===== src/rtl/hd44780_write_sequencer_if.sv =====
// Upstream byte handshake plus HD44780 write-bus pins, bundled for the
// sequencer (slave) and whatever feeds it or observes the pins (master).
interface hd44780_write_sequencer_if;
    logic       in_valid;
    logic       in_ready;
    logic       in_rs;
    logic [7:0] in_data;
    logic       lcd_rs;
    logic       lcd_rw;
    logic       lcd_e;
    logic [7:0] lcd_db;
    logic       busy;

    modport master (
        output in_valid,
        output in_rs,
        output in_data,
        input  in_ready,
        input  lcd_rs,
        input  lcd_rw,
        input  lcd_e,
        input  lcd_db,
        input  busy
    );

    modport slave (
        input  in_valid,
        input  in_rs,
        input  in_data,
        output in_ready,
        output lcd_rs,
        output lcd_rw,
        output lcd_e,
        output lcd_db,
        output busy
    );
endinterface


===== src/rtl/hd44780_write_sequencer.sv =====
// Serialises command/data bytes onto the HD44780 write bus with setup,
// enable-pulse, hold and execution-wait timing counted in clk cycles.
module hd44780_write_sequencer #(
    parameter int FOUR_BIT    = 0,
    parameter int T_SETUP     = 2,
    parameter int T_EN_HIGH   = 12,
    parameter int T_HOLD      = 2,
    parameter int T_EXEC      = 1850,
    parameter int T_EXEC_LONG = 76000
) (
    input  logic clk,
    input  logic rst,
    hd44780_write_sequencer_if.slave bus
);

    localparam int MAX_AB = (T_SETUP > T_EN_HIGH) ? T_SETUP : T_EN_HIGH;
    localparam int MAX_CD = (T_HOLD > T_EXEC) ? T_HOLD : T_EXEC;
    localparam int MAX_AD = (MAX_AB > MAX_CD) ? MAX_AB : MAX_CD;
    localparam int MAX_T  = (MAX_AD > T_EXEC_LONG) ? MAX_AD : T_EXEC_LONG;
    localparam int CW     = $clog2(MAX_T + 1);

    localparam logic [CW-1:0] C_SETUP = CW'(T_SETUP - 1);
    localparam logic [CW-1:0] C_EN    = CW'(T_EN_HIGH - 1);
    localparam logic [CW-1:0] C_HOLD  = CW'(T_HOLD - 1);
    localparam logic [CW-1:0] C_EXEC  = CW'(T_EXEC - 1);
    localparam logic [CW-1:0] C_LONG  = CW'(T_EXEC_LONG - 1);

    localparam logic [2:0] S_IDLE  = 3'd0;
    localparam logic [2:0] S_SETUP = 3'd1;
    localparam logic [2:0] S_EN    = 3'd2;
    localparam logic [2:0] S_HOLD  = 3'd3;
    localparam logic [2:0] S_EXEC  = 3'd4;

    if (T_SETUP < 1) begin : g_bad_setup
        $error("T_SETUP must be >= 1");
    end
    if (T_EN_HIGH < 1) begin : g_bad_en
        $error("T_EN_HIGH must be >= 1");
    end
    if (T_HOLD < 1) begin : g_bad_hold
        $error("T_HOLD must be >= 1");
    end
    if (T_EXEC < 1) begin : g_bad_exec
        $error("T_EXEC must be >= 1");
    end
    if (T_EXEC_LONG < 1) begin : g_bad_long
        $error("T_EXEC_LONG must be >= 1");
    end

    logic [2:0]    r_state;
    logic [CW-1:0] r_cnt;
    logic          r_rs;
    logic [7:0]    r_data;
    logic          r_nib;
    logic          r_lcd_e;
    logic          r_lcd_rs;
    logic [7:0]    r_lcd_db;

    logic          w_zero;
    logic          w_long;
    logic          w_split;
    logic [7:0]    w_first_db;
    logic [7:0]    w_low_db;
    logic [CW-1:0] w_exec_ld;

    assign w_zero     = (r_cnt == '0);
    assign w_split    = (FOUR_BIT != 0);
    // Clear display and return home need the long execution wait.
    assign w_long     = !r_rs && (r_data != 8'h00) && (r_data <= 8'h03);
    assign w_exec_ld  = w_long ? C_LONG : C_EXEC;
    assign w_first_db = w_split ? {bus.in_data[7:4], 4'h0} : bus.in_data;
    assign w_low_db   = {r_data[3:0], 4'h0};

    always_ff @(posedge clk or posedge rst) begin
        if (rst) begin
            r_state  <= S_IDLE;
            r_cnt    <= '0;
            r_rs     <= 1'b0;
            r_data   <= 8'h00;
            r_nib    <= 1'b0;
            r_lcd_e  <= 1'b0;
            r_lcd_rs <= 1'b0;
            r_lcd_db <= 8'h00;
        end else begin
            unique case (r_state)
                S_IDLE: begin
                    if (bus.in_valid) begin
                        r_rs     <= bus.in_rs;
                        r_data   <= bus.in_data;
                        r_nib    <= 1'b0;
                        r_lcd_rs <= bus.in_rs;
                        r_lcd_db <= w_first_db;
                        r_cnt    <= C_SETUP;
                        r_state  <= S_SETUP;
                    end
                end
                S_SETUP: begin
                    if (w_zero) begin
                        r_lcd_e <= 1'b1;
                        r_cnt   <= C_EN;
                        r_state <= S_EN;
                    end else begin
                        r_cnt <= r_cnt - 1'b1;
                    end
                end
                S_EN: begin
                    if (w_zero) begin
                        r_lcd_e <= 1'b0;
                        r_cnt   <= C_HOLD;
                        r_state <= S_HOLD;
                    end else begin
                        r_cnt <= r_cnt - 1'b1;
                    end
                end
                S_HOLD: begin
                    if (w_zero) begin
                        // Low nibble goes out only after the high one is held.
                        if (w_split && !r_nib) begin
                            r_nib    <= 1'b1;
                            r_lcd_db <= w_low_db;
                            r_cnt    <= C_SETUP;
                            r_state  <= S_SETUP;
                        end else begin
                            r_cnt    <= w_exec_ld;
                            r_state  <= S_EXEC;
                        end
                    end else begin
                        r_cnt <= r_cnt - 1'b1;
                    end
                end
                S_EXEC: begin
                    if (w_zero) begin
                        r_state <= S_IDLE;
                    end else begin
                        r_cnt <= r_cnt - 1'b1;
                    end
                end
                default: begin
                    r_lcd_e <= 1'b0;
                    r_cnt   <= '0;
                    r_state <= S_IDLE;
                end
            endcase
        end
    end

    assign bus.in_ready = (r_state == S_IDLE);
    assign bus.busy     = (r_state != S_IDLE);
    assign bus.lcd_rw   = 1'b0;
    assign bus.lcd_e    = r_lcd_e;
    assign bus.lcd_rs   = r_lcd_rs;
    assign bus.lcd_db   = r_lcd_db;

endmodule


===== src/flat_wrapper.sv =====
// flat-port wrapper written by rule: the top's interface ports become plain ports
module hd44780_write_sequencer_flat 
#(
    parameter int FOUR_BIT    = 0,
    parameter int T_SETUP     = 2,
    parameter int T_EN_HIGH   = 12,
    parameter int T_HOLD      = 2,
    parameter int T_EXEC      = 1850,
    parameter int T_EXEC_LONG = 76000
)
  (clk, rst, bus_in_valid, bus_in_rs, bus_in_data, bus_in_ready, bus_lcd_rs, bus_lcd_rw, bus_lcd_e, bus_lcd_db, bus_busy);
  hd44780_write_sequencer_if bus_i ();
  input  logic clk;
  input  logic rst;
  input wire logic [$bits(bus_i.in_valid)-1:0] bus_in_valid;
  input wire logic [$bits(bus_i.in_rs)-1:0] bus_in_rs;
  input wire logic [$bits(bus_i.in_data)-1:0] bus_in_data;
  output wire logic [$bits(bus_i.in_ready)-1:0] bus_in_ready;
  output wire logic [$bits(bus_i.lcd_rs)-1:0] bus_lcd_rs;
  output wire logic [$bits(bus_i.lcd_rw)-1:0] bus_lcd_rw;
  output wire logic [$bits(bus_i.lcd_e)-1:0] bus_lcd_e;
  output wire logic [$bits(bus_i.lcd_db)-1:0] bus_lcd_db;
  output wire logic [$bits(bus_i.busy)-1:0] bus_busy;
  assign bus_i.in_valid = bus_in_valid;
  assign bus_i.in_rs = bus_in_rs;
  assign bus_i.in_data = bus_in_data;
  assign bus_in_ready = bus_i.in_ready;
  assign bus_lcd_rs = bus_i.lcd_rs;
  assign bus_lcd_rw = bus_i.lcd_rw;
  assign bus_lcd_e = bus_i.lcd_e;
  assign bus_lcd_db = bus_i.lcd_db;
  assign bus_busy = bus_i.busy;
  hd44780_write_sequencer #(.FOUR_BIT(FOUR_BIT), .T_SETUP(T_SETUP), .T_EN_HIGH(T_EN_HIGH), .T_HOLD(T_HOLD), .T_EXEC(T_EXEC), .T_EXEC_LONG(T_EXEC_LONG)) u_core (.clk(clk), .rst(rst), .bus(bus_i));
endmodule

===== config.mk =====
export PLATFORM = sky130hd
export DESIGN_NAME = hd44780_write_sequencer_flat
export DESIGN_NICKNAME = d
export VERILOG_FILES = /design/src/rtl/hd44780_write_sequencer_if.sv /design/src/rtl/hd44780_write_sequencer.sv /design/src/flat_wrapper.sv
export SDC_FILE = /design/constraint.sdc
export NUM_CORES = 1
export LEC_CHECK = 0
export ABC_CLOCK_PERIOD_IN_PS = 2200
export BUFFER_PORTS_ARGS = -buffer_cell sky130_fd_sc_hd__buf_4
export CORE_MARGIN = 8
export CORE_UTILIZATION = 56
export DETAILED_ROUTE_END_ITERATION = 10
export PLACE_DENSITY = 0.82
export SYNTH_ARGS = -nofsm -noshare
export SYNTH_HDL_FRONTEND = slang
export SYNTH_SLANG_ARGS = --single-unit

===== constraint.sdc =====
create_clock -name clk -period 2.2 [get_ports clk]
set_input_delay 0.44 -clock clk [delete_from_list [all_inputs] [get_ports clk]]
set_output_delay 0.44 -clock clk [all_outputs]
set_load 0.01 [all_outputs]

== Word-level counts from Yosys, hierarchy flattened ==
Index checks and enable logic that the tools add are counted.
Widths: inputs -> output; s select.

* Logic and storage cells: 46
* Output and inout bits: 13
* Flip-flop bits (word level): 30

* Equality and inequality tests: 10
* Reductions and logical operators: 12
* Multiplexer cells: 16
* Add/subtract/negate cells: 1
* Magnitude comparators: 1
* Bitwise logic cells: 1

{| class="wikitable"
|+ Operators with widths
! operator !! count
|-
| $mux 17 || 6
|-
| $pmux 17 s5 || 1
|-
| $logic_not 17->1 || 1
|-
| $sub 17x1->17 const B || 1
|-
| $mux 3 || 5
|-
| $pmux 3 s5 || 1
|-
| $le 8x2->1 const B || 1
|-
| $ne 2x1->1 const B || 4
|-
| $reduce_bool 8->1 || 1
|-
| $eq 3x2->1 const B || 2
|-
| $reduce_and 5->1 || 1
|-
| $ne 2x2->1 const B || 2
|-
| $reduce_and 2->1 || 2
|-
| $eq 3x1->1 const B || 1
|-
| $eq 3x3->1 const B || 1
|-
| $logic_not 3->1 || 1
|-
| $pmux 1 s3 || 1
|-
| $reduce_and 3->1 || 1
|-
| $reduce_bool 3->1 || 1
|-
| $reduce_or 3->1 || 1
|-
| $logic_and 1x1->1 || 2
|-
| $mux 1 || 2
|-
| $logic_not 1->1 || 1
|-
| $not 1->1 || 1
|}

== Depth between registers and ports, before layout ==
* Depth after elaboration: 6
* Gate-level depth with buffers: 9

== Worst setup path before layout ==
Ideal clock, no wire load.

* Path type: reg2reg
* From: reg u_core.r_cnt[0]
* To: reg u_core.r_cnt[3]
* Cell stages (with the launch flop): 9
* Data arrival time: 1762 ps
* Slack: 303 ps
* Path through: dfrtp_1 -> inv_1 -> ha_1 -> nor4b_1 -> nand4_2 -> buf_6 -> and3_1 -> o221ai_2 -> o41ai_2

* Longest elaborated chain between the ends: 3
* Elaborated cells between the ends (all ways): 9

{| class="wikitable"
|+ RTL lines
! element !! line !! RTL
|-
| from (decl) || hd44780_write_sequencer.sv:51 || <nowiki>logic [CW-1:0] r_cnt;</nowiki>
|-
| from (signal assigned) || hd44780_write_sequencer.sv:103 || <nowiki>r_cnt <= r_cnt - 1'b1;</nowiki>
|-
| from (signal assigned) || hd44780_write_sequencer.sv:112 || <nowiki>r_cnt <= r_cnt - 1'b1;</nowiki>
|-
| from (signal assigned) || hd44780_write_sequencer.sv:124 || <nowiki>r_cnt <= w_exec_ld;</nowiki>
|-
| $sub 17x1->17 or $logic_not 17->1 (tied branches) || - ||
|-
| $mux 17 (tied with other cells) || hd44780_write_sequencer.sv:132 || <nowiki>if (w_zero) begin</nowiki>
|-
| $pmux 17 s5 or $reduce_and 2->1 (tied branches) || - ||
|}

Parallel ways exist; a longest one is shown, timed or not. The select of a mux whose other input is x is not followed.
A chain may end at the register's enable or synchronous reset.

== Worst setup path in the final report ==
* From: reg u_core.r_state[0]
* To: out bus_in_ready

* Longest elaborated chain between the ends: 1

{| class="wikitable"
|+ RTL lines
! element !! line !! RTL
|-
| from (decl) || hd44780_write_sequencer.sv:50 || <nowiki>logic [2:0] r_state;</nowiki>
|-
| from (signal assigned) || hd44780_write_sequencer.sv:76 || <nowiki>r_state <= S_IDLE;</nowiki>
|-
| from (signal assigned) || hd44780_write_sequencer.sv:94 || <nowiki>r_state <= S_SETUP;</nowiki>
|-
| from (signal assigned) || hd44780_write_sequencer.sv:101 || <nowiki>r_state <= S_EN;</nowiki>
|-
| $logic_not 3->1 || hd44780_write_sequencer.sv:147 || <nowiki>assign bus.in_ready = (r_state == S_IDLE);</nowiki>
|-
| to (decl) || flat_wrapper.sv:18 || <nowiki>output wire logic [$bits(bus_i.in_ready)-1:0] bus_in_ready;</nowiki>
|}

Every way passes these cells.

==> flow_summary_export.csv <==
group,metric,value,unit
worst_setup_path,required,1.76,ns
clocking,htree_levels,2,
logic_synthesis,syn_area,1880,sq um
floorplan,die_height,74.0,um
logic_synthesis,seq_area_frac_synth,39.8,%
timing,period_share,89.9,%
place,dp_hpwl,3070,um
timing,skew,0.0115,ns
logic_synthesis,synth_top_family_by_area,"simple AND/OR/NAND/NOR gates",
flow_run,cap_violations,0,
global_routing,globalRouteMet3Util,6.74,%
worst_setup_path,cp_slowest_cell,"dfrtp_1",
clocking,ctsLongestPathBuffers,2,
logic_synthesis,synthMuxAreaShare,5.38,%
worst_setup_path,path_class,"reg -> out",
floorplan,core-area,3280,sq um
place,io_buffer_count,23,
clocking,clkSlewWorstSetupHoldPaths,0.10,ns
route,drtIter0Drc,116,
global_routing,antenna_found_initial,0,
floorplan,initial_utilization,57.4,%
timing,finalSetupViolations,0,
route,drcViolationCount,0,
place,dp.cells,262,
power_and_ir_drop,power_density,453,nW/um^2
logic_synthesis,ys.flop_type,"dfrtp_1",
logic_synthesis,synth_edf_count,0,
layout,drive_above_1_share,31.9,%
timing,fmax,0.506,GHz
logic_synthesis,async_flop_share,100,%
timing,relSlewSlack,61.8,%
global_routing,grt_pass1_vias,1500,
layout,final_nets,238,
timing,whs,0.177,ns
global_routing,met1_usage,22.7,%
clocking,clock-sinks,30,
power_and_ir_drop,peakVddDrop,0.396,mV
power_and_ir_drop,fin_total_pwr,0.991,mW
logic_synthesis,synth_xor_area_share,1.39,%
route,final_antenna_net_count,0,
timing,rsz0062_at_grt,"no",
route,routedWlPerCell,15.4,um
logic_synthesis,syn_nets,209,
logic_synthesis,synthAdderAreaFrac,0.664,%
logic_synthesis,synthCells,196,
floorplan,num_rows,21,
worst_setup_path,startpoint_type,"flip-flop",
timing,finalHoldViolations,0,
global_routing,grt-ovfl-total,0,
floorplan,die-area,5480,sq um
outcome,status,"completed",
logic_synthesis,synth.area.top_cells,"dfrtp_1 40%, mux2_2 5.4%, o21ai_0 4.0%",
worst_setup_path,crit_path_max_incr_delay,0.51,ns
logic_synthesis,yosysUniqueCellTypes,57,
layout,final_cells,272,
route,vias_per_cell,5.93,
clocking,root_buffer,"clkbuf_4",
timing,tns,0,ns
floorplan,num_io_pins,25,
floorplan,die-width,74.0,um
worst_setup_path,crit_chain,"or3_1 -> inv_1 -> buf_4",
layout,n_antenna_cell,0,
clocking,cts_tree,"yes",
place,finalWeightedCongestion,0.869,
logic_synthesis,synthSimpleGateAreaFrac,24.8,%
logic_synthesis,synth_compound_area_share,21.6,%
logic_synthesis,yosysMostFrequentCell,"dfrtp_1",
route,num_vias,1614,
logic_synthesis,synth-seq-cells,30,
worst_setup_path,path_max_fanout,12,
logic_synthesis,yosysTopAreaCellShare,39.8,%
global_routing,grt_max_degree,31,
timing,maxSlewViolCount,0,
logic_synthesis,syn_avg_cell_area,9.61,sq um
global_routing,grt_first_pass_wirelength,7210,um
logic_synthesis,synth_commonest_cells,"30 x dfrtp_1, 16 x nand2_1, 15 x nor2_1, 15 x o21ai_0",
worst_setup_path,end_kind,"primary output",
worst_setup_path,arrival,1.54,ns
route,wirelength,4180,um
global_routing,grtUsageTotal,17.0,%
layout,syn_to_final_growth,16.1,%
clocking,cts_buffers,5,
logic_synthesis,synth_area_leader_cell,"dfrtp_1",
timing,worst_slew_pin_slew,0.571,ns
timing,finalCriticalPeriod,1.98,ns
logic_synthesis,yosysWarnings,0,
power_and_ir_drop,p_leak,0.940,nW
global_routing,grt_use_met2,23.4,%
clocking,clock_latency,0.33,ns
worst_hold_path,holdCritPathClass,"in -> async",
global_routing,busiest_layer,"met2",
route,drtPass1Iterations,4,
[flip-flops by register name, summed over array words and instances (netlist names)]
signal,count
u_core.r_state,3
u_core.bus.lcd_e,1
u_core.r_cnt,17
u_core.r_rs,1
u_core.r_data,8
[metal layers]
| layer | vias up | wire (um) | part of all wire [%] |
|---|---|---|---|
| met4 | 0 | 61 | 1.5 |
| li1 | 789 | - | - |
| met2 | 54 | 1840 | 44 |
| met1 | 764 | 1930 | 46 |
| met3 | 7 | 347 | 8.3 |
| met5 | - | 0 | 0 |
[worst paths after layout]
| path | start | to | slack, ns | cells after the start |
|---|---|---|---|---|
| worst min-delay path | rst | u_core.r_state[2] | 0.18 | 3 |
| worst max register to register | u_core.r_cnt[1] | u_core.r_cnt[1] | 0.23 | 7 |
| worst max-delay path | u_core.r_state[0] | bus_in_ready | 0.22 | 3 |
| min in group clk | bus_in_data[1] | u_core.r_data[1] | 0.34 | 2 |
| max in group asynchronous | rst | u_core.r_cnt[13] | 1.73 | 3 |
| worst min register to register | u_core.r_cnt[15] | u_core.r_cnt[15] | 0.51 | 1 |
[power by group]
| group | switching (mW) | total (mW) | internal [mW] |
|---|---|---|---|
| Sequential | 0 | 0.551 | 0.551 |
| Clock | 0.192 | 0.410 | 0.218 |
| Combinational | 0.0154 | 0.0292 | 0.0138 |
| Total | 0.208 | 0.991 | 0.783 |
[cell families (layout without fill, tap and decap cells)]
kind of cell | count (synthesis) | count (layout)
compound gates | 58 | 58
xor+xnor | 3 | 3
fa+ha+maj | 1 | 1
buf+inv | 18 | 48
flops | 30 | 30
mux | 9 | 9
other cells | 1 | 1
simple gates | 76 | 76
[cells in the final DEF, fill, tap and decap left out, types with 5 or more instances in the layout]
cell type / netlist / final
dfrtp_1: 30 / 30
nor3_1: 7 / 7
nand3_1: 7 / 7
buf_4: 2 / 34
nand2_1: 16 / 16
a21oi_1: 9 / 9
nor2_1: 15 / 15
mux2_2: 9 / 9
clkbuf_4: 0 / 5
o21ai_0: 15 / 15
inv_1: 6 / 6
[cell type report]
class | count | area (sq um)
fillers | 265 | 1100
repair buffers | 34 | 255
well taps | 46 | 57.6
multi-input cells | 148 | 1020
inverters | 6 | 22.5
flip-flops and latches | 30 | 751
clock buffers | 8 | 78.8
[critical path: cells and delay by family (launching register included)]
family	cells	cell delay (ns)
flip-flops	1	0.51
buffers and inverters	2	0.20
AND/OR/NAND/NOR	1	0.50
[per-stage QoR]
stage	setup WS (ns)	utilization [%]	area, sq um
final	0.222	66.6	2190
after global routing	0.0714	66.6	2190
after CTS	0.0214	66.0	2170
after detailed placement	0.0712	63.6	2090
after global placement	0.102	63.6	2090
after floorplan	0.303	-	1880
[repair_timing]
action	CTS	global route
hold buffers	0	0
gates resized for setup	0	1
buffers inserted	0	2
endpoints found under the setup margin	0	17
No activity file was read; power rests on OpenSTA's default activity.
